===== src/rtl/uart_tx_framer.sv =====
// UART transmitter: one byte per valid/ready handshake, framed as start, 8 data bits LSB first,
// optional parity and 1 or 2 stop bits on a registered TxD that idles high.
//
// state  | meaning
// IDLE   | line high, tx_ready=1, waiting for a byte
// START  | driving the start bit (0)
// DATA   | shifting out D0..D7, LSB first
// PARITY | driving the parity bit (only reached when PARITY_EN=1)
// STOP   | driving 1 or 2 stop bits (1)
module uart_tx_framer #(
   parameter int CLK_FREQ   = 100_000_000,
   parameter int BAUD_RATE  = 9_600,
   parameter int BIT_CYCLES = CLK_FREQ / BAUD_RATE,
   parameter bit PARITY_EN  = 1'b0,
   parameter bit PARITY_ODD = 1'b0,
   parameter int STOP_BITS  = 1
) (
   input  logic       clk_fpga,
   input  logic       reset,
   input  logic [7:0] tx_data,
   input  logic       tx_valid,
   output logic       tx_ready,
   output logic       tx_busy,
   output logic       tx_done,
   output logic       TxD
);

   localparam int BW = (BIT_CYCLES > 1) ? $clog2(BIT_CYCLES) : 1;
   localparam logic [BW-1:0] BAUD_LAST = BW'(BIT_CYCLES - 1);
   localparam logic STOP_LAST = (STOP_BITS == 2);

   typedef enum logic [2:0] {
      IDLE   = 3'd0,
      START  = 3'd1,
      DATA   = 3'd2,
      PARITY = 3'd3,
      STOP   = 3'd4
   } state_t;

   state_t        state_q, state_d;
   logic [BW-1:0] baud_q, baud_d;
   logic [2:0]    bit_q, bit_d;
   logic          stop_q, stop_d;
   logic [7:0]    data_q, data_d;
   logic          par_q, par_d;
   logic          txd_q, txd_d;
   logic          done_q, done_d;
   logic          baud_wrap;

   always_ff @(posedge clk_fpga or negedge reset) begin
      if (!reset) begin
         state_q <= IDLE;
         baud_q  <= '0;
         bit_q   <= '0;
         stop_q  <= 1'b0;
         data_q  <= '0;
         par_q   <= 1'b0;
         txd_q   <= 1'b1;
         done_q  <= 1'b0;
      end else begin
         state_q <= state_d;
         baud_q  <= baud_d;
         bit_q   <= bit_d;
         stop_q  <= stop_d;
         data_q  <= data_d;
         par_q   <= par_d;
         txd_q   <= txd_d;
         done_q  <= done_d;
      end
   end

   assign baud_wrap = (baud_q == BAUD_LAST);

   always_comb begin
      state_d = state_q;
      baud_d  = baud_q;
      bit_d   = bit_q;
      stop_d  = stop_q;
      data_d  = data_q;
      par_d   = par_q;
      txd_d   = txd_q;
      done_d  = 1'b0;

      if (state_q != IDLE) begin
         baud_d = baud_wrap ? '0 : baud_q + 1'b1;
      end

      // txd_d is the value TxD will hold after the coming edge, so each branch
      // selects the level of the bit being entered.
      case (state_q)
         IDLE: begin
            txd_d = 1'b1;
            if (tx_valid) begin
               state_d = START;
               txd_d   = 1'b0;
               baud_d  = '0;
               bit_d   = '0;
               stop_d  = 1'b0;
               data_d  = tx_data;
               par_d   = (^tx_data) ^ PARITY_ODD;
            end
         end
         START: begin
            if (baud_wrap) begin
               state_d = DATA;
               txd_d   = data_q[0];
               data_d  = {1'b0, data_q[7:1]};
            end
         end
         DATA: begin
            if (baud_wrap) begin
               if (bit_q == 3'd7) begin
                  if (PARITY_EN) begin
                     state_d = PARITY;
                     txd_d   = par_q;
                  end else begin
                     state_d = STOP;
                     txd_d   = 1'b1;
                  end
               end else begin
                  bit_d  = bit_q + 3'd1;
                  txd_d  = data_q[0];
                  data_d = {1'b0, data_q[7:1]};
               end
            end
         end
         PARITY: begin
            if (baud_wrap) begin
               state_d = STOP;
               txd_d   = 1'b1;
            end
         end
         STOP: begin
            txd_d = 1'b1;
            if (baud_wrap) begin
               if (stop_q == STOP_LAST) begin
                  state_d = IDLE;
                  done_d  = 1'b1;
               end else begin
                  stop_d = 1'b1;
               end
            end
         end
         default: begin
            state_d = IDLE;
            txd_d   = 1'b1;
         end
      endcase
   end

   assign tx_ready = (state_q == IDLE);
   assign tx_busy  = ~tx_ready;
   assign tx_done  = done_q;
   assign TxD      = txd_q;

endmodule


===== config.mk =====
export PLATFORM = sky130hd
export DESIGN_NAME = uart_tx_framer
export DESIGN_NICKNAME = d
export VERILOG_FILES = /design/src/rtl/uart_tx_framer.sv
export SDC_FILE = /design/constraint.sdc
export NUM_CORES = 1
export LEC_CHECK = 0
export BUFFER_PORTS_ARGS = -buffer_cell sky130_fd_sc_hd__buf_4
export CAP_MARGIN = 20
export CORE_MARGIN = 2
export CORE_UTILIZATION = 40
export DETAILED_ROUTE_END_ITERATION = 6
export SLEW_MARGIN = 20
export SYNTH_ARGS = -nofsm -noshare
export SYNTH_HDL_FRONTEND = slang
export SYNTH_SLANG_ARGS = --single-unit

===== constraint.sdc =====
create_clock -name clk_fpga -period 1.8 [get_ports clk_fpga]
set_clock_uncertainty 0.1 [all_clocks]
set_input_delay 0.18 -clock clk_fpga [delete_from_list [all_inputs] [get_ports clk_fpga]]
set_output_delay 0.18 -clock clk_fpga [all_outputs]
set_load 0.02 [all_outputs]

==> metrics <==
Setup crit end kind=flip-flop; clk root buf=clkbuf_8; # fillers=approximately 340; internal power=1.74 mW; status=complete, but fails checks; min cycle time layout=1.90 ns; Post-DRT Antenna Nets=0; worst vdd ir=0.478 mV; worst hold path depth=3; Flop pwr share=39.2%; Max Root-Sink Buffers=2; NetSw=0.782 mW; DIE HEIGHT=68.0 um; reg2reg start=baud_q[4]; htree depth=2; setup ws final=-0.0968 ns; Seq cells post-synth=30; WP data required=1.86 ns; Rows=23; Max transition margin=between 70% and 80%; IO Port Bufs=14; combinational cell fraction of total power=approximately two fifths; starting density of the core=41.3%; Die X=68.0 um; post-synthesis sequential area ratio=45.9%; Total GRT Usage=a little under a fifth; clock sink total=30; IO Pins=15; Core Box Area=roughly 0.004 mm2; Initial DRC Count=72; FF-to-FF path depth=4; ant diodes=0; clock tree from TritonCTS=done; hold path endpoint=baud_q[1]; hold_sp=tx_valid; Max-Cap Viols=0; global-route wire length before repair=6110 um; Main synth FF type=dfrtp_1; worst skew pair latency=0.28 ns; Synth async-reset ratio=between 90% and 100%; via count=1423; P per Cell Area=between 1000 and 1500 mW/mm2; CTS buffer count=5; P&R area growth vs syn=37.8%; commonest non-fill, non-tap cells in the layout=buf_4, dfrtp_1, nor2_1, nand2_1, a21oi_1; yosys warns=0; vias per cell=5.47; worst r2r dst=bit_q[0]; worst path arrival time=roughly 2 ns; netlist area before placement=roughly 0.0016 mm2; final weighted congestion in routability-driven placement=about 0.81; CP max FO=3; initial antenna violation count=0; WL final=3790 um; Max Clk Rate=0.527 GHz; Mapped Avg Cell Area=10.4 um2; final setup vio count=11; Tcrit/Tclk final=105%; final number of max-transition violations=0; DRC=0; DP HPWL=2610 um; Net Count, Synth=172; Finished Layout Cells=260; Startpoint Class=flip-flop; EDFF count, synth=0; largest net degree at the start of global routing=31; failing checks=setup timing; Reg clk slew, reported paths=0.07 ns; Tot Pwr=2.52 mW; post-synthesis cell count=158; switching share of total power=a little under a third; worst-margin pin slew=0.390 ns; Distinct cells, synth=42; most common cell after layout, fill and taps aside=buf_4; # placed instances=~240; Die ar.=0.00463 mm2; wire per inst=14.6 um; dpl ws=-0.201 ns; Final Hold Viols=0; Min-Delay Path Class=input pin to flip-flop; clock share of power=22.1%; layout cells sized above 1=a little over two fifths; vias in the first global route=1354; Leak=between 1 and 1.5 nW; unrepaired setup endpoints after global routing=yes; drt pass-1 iters=4; Final nets=223; GR Overflow Total=0; reg2reg setup slack=-0.1 ns; Crit Path Class=flip-flop to flip-flop
layout make-up:
| cell class | count | area [um2] | share of cell area [%] |
|---|---|---|---|
| Multi-Input combinational cell | 116 | 928 | 41.1 |
| Sequential cell | 30 | 752 | 33.3 |
| Timing Repair Buffer | 52 | 404 | 17.9 |
| Clock buffer | 7 | 86.3 | 3.82 |
| Tap cell | 50 | 62.6 | 2.77 |
| Inverter | 4 | 20.0 | 0.886 |
| Clock inverter | 1 | 5.00 | 0.222 |
kinds of logic (layout without fill, tap and decap cells):
| kind of cell | count (synthesis) | after routing | synth area share [%] |
|---|---|---|---|
| fa+ha+maj | 3 | 3 | 2.29 |
| simple gates | 51 | 51 | 17.0 |
| compound gates | 44 | 44 | 18.3 |
| xor+xnor | 1 | 1 | 0.534 |
| flops | 30 | 30 | 45.9 |
| buf+inv | 12 | 64 | 4.27 |
| mux | 17 | 17 | 11.7 |
synth_stat cells, drive strengths merged, types with 3 or more instances:
master	instances	share of area, %
nand4	5	1.9
inv	4	0.92
a31oi	8	3.1
buf	7	3.1
mux2	17	12
dfrtp	29	44
nor4	4	1.5
nand2	12	2.7
nor2	13	3.1
a22o	3	1.6
a21oi	13	4.7
nand3	3	0.92
ha	3	2.3
o21ai	9	2.7
flip-flops by register name (all words and copies together) (netlist names):
signal and flops:
data_q 8, TxD 1, tx_done 1, state_q 3, baud_q 14, bit_q 3
worst max-delay path: stages (launching register included):
cell and delay [ns]:
dfrtp_1 0.39, and4bb_2 0.33, nand4_1 0.22, a2111o_1 0.47, mux2_4 0.27
metal layers:
| layer | routed length [um] | vias up | global-route usage [%] |
|---|---|---|---|
| met1 | 1630 | 704 | 21.4 |
| met2 | 2000 | 16 | 31.3 |
| met3 | 105 | 6 | 4.93 |
| li1 | - | 697 | - |
| met4 | 57 | 0 | 7.50 |
| met5 | 0 | - | 0 |
per-stage QoR:
| stage | hold slack (ns) | area (um2) | utilization, % | setup TNS (ns) |
|---|---|---|---|---|
| final | 0.164 | 2260 | 56.9 | -0.428 |
| after global routing | 0.151 | 2260 | 56.9 | -0.889 |
| after CTS | 0.154 | 2210 | 55.7 | -0.694 |
| after detailed placement | 0.0328 | 2000 | 50.3 | -1.78 |
| after global placement | 0.0297 | 2000 | 50.3 | -1.17 |
| after floorplan | -0.216 | 1670 | - | -0.324 |
repair_timing:
item / in CTS / in global routing
hold buffers: 1 / 0
resized for setup: 15 / 7
setup endpoints to repair: 11 / 16
buffers inserted: 5 / 2
hold endpoints to repair: 29 / 0
pin swaps: 4 / 7
power groups by stage:
| stage | Clock, mW | Combinational [mW] | Sequential (mW) |
|---|---|---|---|
| CTS | 0.570 | 0.941 | 0.987 |
| global placement | 0 | 0.837 | 0.987 |
| global route | 0.609 | 1.08 | 1.02 |
| finish | 0.557 | 0.976 | 0.987 |
| detailed placement | 0 | 0.866 | 0.998 |
| floorplan | 0 | 0.440 | 1.04 |
worst max-delay path by stage:
stage,slack (ns),end,startpoint
floorplan,-0.04,data_q[0],bit_q[0]
global placement,-0.13,data_q[6],bit_q[0]
detailed placement,-0.20,data_q[0],bit_q[0]
CTS,-0.1,data_q[3],bit_q[1]
global route,-0.12,bit_q[0],baud_q[0]
finish,-0.1,bit_q[0],baud_q[4]
No activity file was read; power rests on OpenSTA's default activity.
